$ cat config.mk
export PLATFORM = sky130hd
export DESIGN_NAME = mdu_iter
export DESIGN_NICKNAME = d
export VERILOG_FILES = /design/src/rtl/mdu_iter_pkg.sv /design/src/rtl/mdu_iter_step.sv /design/src/rtl/mdu_iter.sv
export SDC_FILE = /design/constraint.sdc
export NUM_CORES = 1
export LEC_CHECK = 0
export CORE_ASPECT_RATIO = 0.5
export CORE_MARGIN = 3
export CORE_UTILIZATION = 50
export CTS_BUF_LIST = sky130_fd_sc_hd__clkbuf_4 sky130_fd_sc_hd__clkbuf_8
export CTS_CLUSTER_DIAMETER = 60
export DETAILED_ROUTE_END_ITERATION = 8
export GPL_TIMING_DRIVEN = 0
export PLACE_DENSITY = 0.8
export SLEW_MARGIN = 30
export SYNTH_ARGS = -nofsm -noshare
export SYNTH_HDL_FRONTEND = slang
export SYNTH_SLANG_ARGS = --single-unit
$ cat constraint.sdc
create_clock -name clk -period 5.5 [get_ports clk]
set_clock_uncertainty 0.05 [all_clocks]
set_input_delay 0.55 -clock clk [delete_from_list [all_inputs] [get_ports clk]]
set_output_delay 0.55 -clock clk [all_outputs]
set_load 0.005 [all_outputs]
$ cat src/rtl/mdu_iter_pkg.sv
// Shared definitions for the iterative multiply/divide unit: op encodings,
// FSM state encodings and the default operand width.
package mdu_iter_pkg;

    localparam int MDU_WIDTH = 32;

    localparam logic [2:0] MDU_MULTU = 3'd0;
    localparam logic [2:0] MDU_MULT  = 3'd1;
    localparam logic [2:0] MDU_DIVU  = 3'd2;
    localparam logic [2:0] MDU_DIV   = 3'd3;
    localparam logic [2:0] MDU_MTHI  = 3'd4;
    localparam logic [2:0] MDU_MTLO  = 3'd5;

    localparam logic [1:0] S_IDLE = 2'd0;
    localparam logic [1:0] S_RUN  = 2'd1;
    localparam logic [1:0] S_FIX  = 2'd2;

endpackage

$ cat src/rtl/mdu_iter_step.sv
// One radix-2 iteration: shift-add multiply or restoring divide on a
// 2*WIDTH-bit accumulator ({upper partial, lower multiplier/quotient}).
module mdu_step
    import mdu_iter_pkg::*;
#(
    parameter int WIDTH = MDU_WIDTH
) (
    input  logic                 div_mode,
    input  logic [2*WIDTH-1:0]   acc,
    input  logic [WIDTH-1:0]     operand,
    output logic [2*WIDTH-1:0]   acc_next
);

    logic [WIDTH:0] sum;
    logic [WIDTH:0] trial;

    // NOTE: every output is assigned on every path through this block, so no latch is inferred.
    always_comb begin
        sum   = {1'b0, acc[2*WIDTH-1:WIDTH]} + (acc[0] ? {1'b0, operand} : '0);
        trial = acc[2*WIDTH-1:WIDTH-1] - {1'b0, operand};
        if (div_mode) begin
            // Borrow out of the trial subtraction means restore (keep the shifted remainder).
            if (!trial[WIDTH])
                acc_next = {trial[WIDTH-1:0], acc[WIDTH-2:0], 1'b1};
            else
                acc_next = {acc[2*WIDTH-2:0], 1'b0};
        end else begin
            acc_next = {sum, acc[WIDTH-1:1]};
        end
    end

endmodule

$ cat src/rtl/mdu_iter.sv
// Iterative multiply/divide unit with architectural HI/LO registers.
// Signed ops run on magnitudes; the FIX cycle applies sign correction.
module mdu_iter
    import mdu_iter_pkg::*;
#(
    parameter int WIDTH = MDU_WIDTH
) (
    input  logic             clk,
    input  logic             rst,
    input  logic             start,
    input  logic [2:0]       op,
    input  logic [WIDTH-1:0] A,
    input  logic [WIDTH-1:0] B,
    output logic             busy,
    output logic [WIDTH-1:0] HI,
    output logic [WIDTH-1:0] LO
);

    localparam int CW = $clog2(WIDTH);

    logic [1:0]         state;
    logic [CW-1:0]      cnt;
    logic [2*WIDTH-1:0] acc;
    logic [2*WIDTH-1:0] acc_next;
    logic [WIDTH-1:0]   opnd;
    logic [WIDTH-1:0]   a_orig;
    logic               div_mode;
    logic               neg_q;
    logic               neg_r;
    logic               div_zero;

    logic               is_signed;
    logic               a_neg;
    logic               b_neg;
    logic [WIDTH-1:0]   a_mag;
    logic [WIDTH-1:0]   b_mag;

    // Magnitude of -2^(WIDTH-1) is 2^(WIDTH-1), exact when read as unsigned.
    assign is_signed = (op == MDU_MULT) || (op == MDU_DIV);
    assign a_neg     = is_signed & A[WIDTH-1];
    assign b_neg     = is_signed & B[WIDTH-1];
    assign a_mag     = a_neg ? -A : A;
    assign b_mag     = b_neg ? -B : B;

    mdu_step #(.WIDTH(WIDTH)) u_step (
        .div_mode (div_mode),
        .acc      (acc),
        .operand  (opnd),
        .acc_next (acc_next)
    );

    // NOTE: all state is updated with non-blocking assignments so every register samples pre-edge values.
    always_ff @(posedge clk) begin
        if (rst) begin
            state    <= S_IDLE;
            cnt      <= '0;
            acc      <= '0;
            opnd     <= '0;
            a_orig   <= '0;
            div_mode <= 1'b0;
            neg_q    <= 1'b0;
            neg_r    <= 1'b0;
            div_zero <= 1'b0;
            busy     <= 1'b0;
            HI       <= '0;
            LO       <= '0;
        end else begin
            case (state)
                S_IDLE: begin
                    if (start) begin
                        if (op <= MDU_DIV) begin
                            // Lower half holds multiplier (mult) or dividend (div).
                            acc      <= {{WIDTH{1'b0}}, op[1] ? a_mag : b_mag};
                            opnd     <= op[1] ? b_mag : a_mag;
                            a_orig   <= A;
                            div_mode <= op[1];
                            neg_q    <= a_neg ^ b_neg;
                            neg_r    <= a_neg;
                            div_zero <= op[1] && (B == '0);
                            cnt      <= '0;
                            busy     <= 1'b1;
                            state    <= S_RUN;
                        end else if (op == MDU_MTHI) begin
                            HI <= A;
                        end else if (op == MDU_MTLO) begin
                            LO <= A;
                        end
                    end
                end
                S_RUN: begin
                    acc <= acc_next;
                    cnt <= cnt + 1'b1;
                    if (cnt == CW'(WIDTH - 1))
                        state <= S_FIX;
                end
                S_FIX: begin
                    if (div_mode) begin
                        if (div_zero) begin
                            HI <= a_orig;
                            LO <= '1;
                        end else begin
                            HI <= neg_r ? -acc[2*WIDTH-1:WIDTH] : acc[2*WIDTH-1:WIDTH];
                            LO <= neg_q ? -acc[WIDTH-1:0] : acc[WIDTH-1:0];
                        end
                    end else begin
                        {HI, LO} <= neg_q ? -acc : acc;
                    end
                    busy  <= 1'b0;
                    state <= S_IDLE;
                end
                default: state <= S_IDLE;
            endcase
        end
    end

endmodule

==> impl_summary.log <==
[metrics] port buffer count: around 130
[metrics] sequential fraction of the synthesis area: between 20% and 30%
[metrics] Layout Nets: ~2500
[metrics] pwr/cell area: 222.9 nW/um^2
[metrics] status: finished clean
[metrics] routed via count divided by cell count: between 6 and 7
[metrics] utilization of the core after routing: approximately three fifths
[metrics] I/O pin count: 135
[metrics] delay of the slowest cell on the worst path: ~700 ps
[metrics] clock network power share: about 37%
[metrics] critical path's top delay family: compound AO/OA/AOI/OAI gates
[metrics] worst reg2reg path startpoint: acc[31]
[metrics] fmax: 0.1918 GHz
[metrics] overflow left after global routing: 0
[metrics] post-detailed-route wirelength per cell: between 20 and 30 um
[metrics] Rows: 46
[metrics] endpoint of the most critical setup path: acc[55]
[metrics] number of synthesized register bits: 204
[metrics] path type of the worst min-delay path: input pin to flip-flop
[metrics] Data required, critical path: between 5000 and 6000 ps
[metrics] total track usage: about two fifths
[metrics] sort of element at the end of the critical path: flip-flop
[metrics] clock latency at the later pin of the worst-skew pair: 650 ps
[metrics] Initial Utilization: 51.51%
[metrics] RSZ-0062 raised after global routing: false
[metrics] internal portion of total power: ~2.8 mW
[metrics] CP startpoint: acc[31]
[metrics] H-tree lvl count: 1
[metrics] maximum vdd drop: 0.1793 mV
[metrics] remaining routing DRC violations: 0
[metrics] share of the clock period used by the worst path: between 90% and 100%
[metrics] via count of the first global-routing pass: 16987
[metrics] floorplan die height: about 130 um
[metrics] total power consumption of the routed design: about 4.3 mW
[metrics] Max Cap Violations: 0
[metrics] post-CTS sizing: 0
[metrics] Yosys warning total: 0
[metrics] number of buffers inserted to repair setup after CTS: 0
[metrics] initial antenna violation count: 1
[metrics] mean post-synth cell area: roughly 7.4 sq um
[metrics] time the final worst path needs with I/O delays and setup: between 5000 and 6000 ps
[metrics] setup tns final: 0 ps
[metrics] maximum fanout along the worst path: 10
[metrics] Setup CP Type: flip-flop to flip-flop
[metrics] slowest cell on the critical path: sky130_fd_sc_hd__o31ai_1
[metrics] clk sinks: between 200 and 250
[metrics] Synth-to-Final Area Change: 15.45%
[metrics] relative slew slack: between 20% and 30%
[metrics] synthesized instance count: between 2000 and 2500
[metrics] proportion of synthesized flip-flops having asynchronous set or reset: 0%
[metrics] global placement routability congestion: a little over 1
[metrics] cts-stage hold buffer count: 0
[metrics] clock buffer count from CTS: 31
[metrics] most instantiated flip-flop cell in the synthesis netlist: sky130_fd_sc_hd__dfxtp_1
[metrics] Final Max Tran Viols: 0
[metrics] fill cell count: roughly 3100
[metrics] Core Box Area: ~32000 sq um
[metrics] via count: between 15000 and 20000
[metrics] post-synth cell types: 83
[metrics] # placed instances: 2787
[metrics] wire length of the first global-routing pass: around 110 mm
[metrics] share of power burned in combinational logic: ~25%
[metrics] die width: 263.2 um
[metrics] worst reg2reg endpoint: acc[55]
[metrics] number of optimization iterations in the first detailed-route pass: 6
[metrics] Psw: roughly 1.4 mW
[metrics] starting DRC count in detailed routing: ~2700
[metrics] maximum number of pins on one net before global-route repair: 16
[metrics] clock root buffer: sky130_fd_sc_hd__clkbuf_8
[metrics] fin cells: around 2800
[metrics] Reg power frac: 38.1%
[metrics] Reg2Reg Setup Slack: around 290 ps
[metrics] Setup-failing EPs final: 0
[metrics] Total Die Area: about 35000 sq um
[metrics] Startpoint Class: flip-flop
[metrics] Static Leakage: 7.048 nW
[metrics] Total Routed Length: approximately 75 mm
[metrics] final HPWL from detailed placement: between 50 and 60 mm
[metrics] CTS tree: built
[metrics] worst slew pin tran: 1174 ps
[metrics] post-synthesis instance area: approximately 17000 sq um
[metrics] fraction of layout instances using a drive strength above 1: about 4.7%
[metrics] hold slack final: 291.0 ps
[metrics] synthesized netlist net count: approximately 2400
[metrics] number of routed nets with antenna violations: 0
[metrics] Worst Path Buf+Inv: 3
[metrics] Clock Pin Slew Worst Setup and Hold Paths: ~80 ps
[metrics] Post-synth EDFFs: 0
[metrics] number of hold violations in the final report: 0
[metrics] critical path arrival: between 5000 and 6000 ps
[metrics] Critical Path, Cell by Cell: inv_1 -> ha_1 -> fa_1 -> nand2b_1 -> a21oi_1 -> o21ai_0 -> o31ai_1 -> a41oi_1 -> nor2_1 -> xor2_1 -> buf_2 -> buf_2 -> nor2_1 -> a221oi_1 -> o31ai_1
[metrics] Stages on worst setup path: 15
[metrics] fraction of power spent switching nets: between 30% and 40%
[metrics] maximum buffer depth of the clock tree: 3
[metrics] number of cell instances on the worst register-to-register path: 15
routing by layer:
metal	global-route usage [%]	part of all wire, %
met1	57.06	42
met2	58.18	40
met3	13.25	14
met4	12.41	3.5
met5	0	0.017
worst reg2reg max path: cells and delay by family, from the launching register on:
kind                     cells  cell delay, ps
adder cells (fa/ha/maj)      2             690
AO/OA/AOI/OAI                6            1980
XOR/XNOR                     1             210
AND/OR/NAND/NOR              3             510
flip-flops                   1             570
buffers and inverters        3            1070
placed cells by master, fill, tap and decap left out, drive strengths merged, types with 15 or more instances in the layout:
cell type,netlist,final
or2,18,18
o21ai,161,161
nand2b,19,19
ha,70,70
buf,36,36
a221oi,37,37
dfxtp,204,204
clkdlybuf4s50,0,126
xor2,87,87
inv,66,66
a22oi,33,33
clkbuf,132,181
o31ai,23,23
nand3,35,35
mux2i,113,113
nor2,222,222
a211oi,44,44
xnor2,73,73
and2,19,19
o41ai,17,17
a21o,26,26
nand2,243,243
a21oi,220,220
nor4,15,15
nor2b,16,16
or3,22,22
a31oi,25,25
o211ai,33,33
nor3,54,54
Yosys cell counts, types with 6 or more instances:
library cell / instances / area [sq um]
sky130_fd_sc_hd__a211o_1: 6 / 52.55
sky130_fd_sc_hd__o211ai_1: 32 / 240.2
sky130_fd_sc_hd__a21o_1: 26 / 195.2
sky130_fd_sc_hd__or3_1: 19 / 118.9
sky130_fd_sc_hd__o22ai_1: 11 / 68.82
sky130_fd_sc_hd__nor2b_1: 16 / 100.1
sky130_fd_sc_hd__nor2_1: 222 / 833.3
sky130_fd_sc_hd__o31ai_1: 23 / 172.7
sky130_fd_sc_hd__mux2i_1: 113 / 1131
sky130_fd_sc_hd__mux2_2: 6 / 67.56
sky130_fd_sc_hd__a22oi_1: 33 / 247.7
sky130_fd_sc_hd__buf_1: 25 / 93.84
sky130_fd_sc_hd__nand2_1: 243 / 912.1
sky130_fd_sc_hd__nand4_1: 9 / 56.30
sky130_fd_sc_hd__a221o_1: 9 / 90.09
sky130_fd_sc_hd__a221oi_1: 36 / 315.3
sky130_fd_sc_hd__nor4_1: 10 / 62.56
sky130_fd_sc_hd__xnor2_1: 73 / 639.4
sky130_fd_sc_hd__and2_1: 19 / 118.9
sky130_fd_sc_hd__o221a_2: 6 / 67.56
sky130_fd_sc_hd__a211oi_1: 44 / 330.3
sky130_fd_sc_hd__nand2b_1: 19 / 118.9
sky130_fd_sc_hd__o21ai_0: 152 / 760.7
sky130_fd_sc_hd__o21ai_1: 9 / 45.04
sky130_fd_sc_hd__dfxtp_1: 204 / 4084
sky130_fd_sc_hd__or2_2: 11 / 68.82
sky130_fd_sc_hd__o221ai_1: 6 / 52.55
sky130_fd_sc_hd__xor2_1: 87 / 762.0
sky130_fd_sc_hd__inv_1: 65 / 244.0
sky130_fd_sc_hd__a31oi_1: 25 / 156.4
sky130_fd_sc_hd__ha_1: 70 / 875.8
sky130_fd_sc_hd__nor3_1: 54 / 270.3
sky130_fd_sc_hd__and3_1: 13 / 81.33
sky130_fd_sc_hd__a21oi_1: 220 / 1101
sky130_fd_sc_hd__o21bai_1: 6 / 45.04
sky130_fd_sc_hd__or4_1: 13 / 97.59
sky130_fd_sc_hd__nand3_1: 34 / 170.2
sky130_fd_sc_hd__o21a_1: 12 / 90.09
sky130_fd_sc_hd__a311oi_1: 6 / 52.55
sky130_fd_sc_hd__o41ai_1: 14 / 122.6
sky130_fd_sc_hd__clkbuf_1: 131 / 491.7
through the flow:
stage,instance area [sq um],setup WS [ps]
CTS,19090,494.8
global route,19090,69.08
finish,19100,285.6
floorplan,16540,2045
global placement,18340,567.6
detailed placement,18350,530.3
worst min path at each step:
stage,start,to,slack [ps],cells past startpoint
after floorplan,opnd[10],opnd[10],380,2
after global placement,opnd[20],opnd[20],390,2
after detailed placement,a_orig[7],a_orig[7],390,2
after CTS,A[2],a_orig[2],260,3
after global routing,A[2],a_orig[2],280,3
final,A[2],a_orig[2],290,3
registers in the layout (all words and copies together), names as in the netlist, 2 cells and up:
name	cells
LO	32
acc	64
cnt	5
opnd	32
a_orig	32
state	2
HI	32
kinds of logic after synthesis:
logic type / synth area share (%)
compound gates: 28.13
simple gates: 20.32
buf+inv: 5.605
flops: 24.69
xor+xnor: 8.471
mux: 7.246
fa+ha+maj: 5.537
final cells by class:
| type | count | area (sq um) | area share (%) |
|---|---|---|---|
| Multi-Input combinational cell | 1791 | 11530 | 60.38 |
| Sequential cell | 204 | 4084 | 21.39 |
| Timing Repair Buffer | 126 | 1261 | 6.604 |
| Buffer | 168 | 680.7 | 3.564 |
| Clock buffer | 49 | 611.8 | 3.204 |
| Tap cell | 432 | 540.5 | 2.830 |
| Inverter | 66 | 247.7 | 1.297 |
| Clock inverter | 7 | 137.6 | 0.7207 |
| Antenna cell | 1 | 2.502 | 0.01310 |
power by group through the flow:
stage	clock network [mW]	registers [mW]	logic, mW
2_1_floorplan	0	1.62	0.643
5_1_grt	1.62	1.62	1.13
4_1_cts	1.55	1.61	1.02
3_3_place_gp	0	1.65	1.01
3_5_place_dp	0	1.65	1.02
6_report	1.56	1.62	1.07
(Power assumes the default switching activity.)
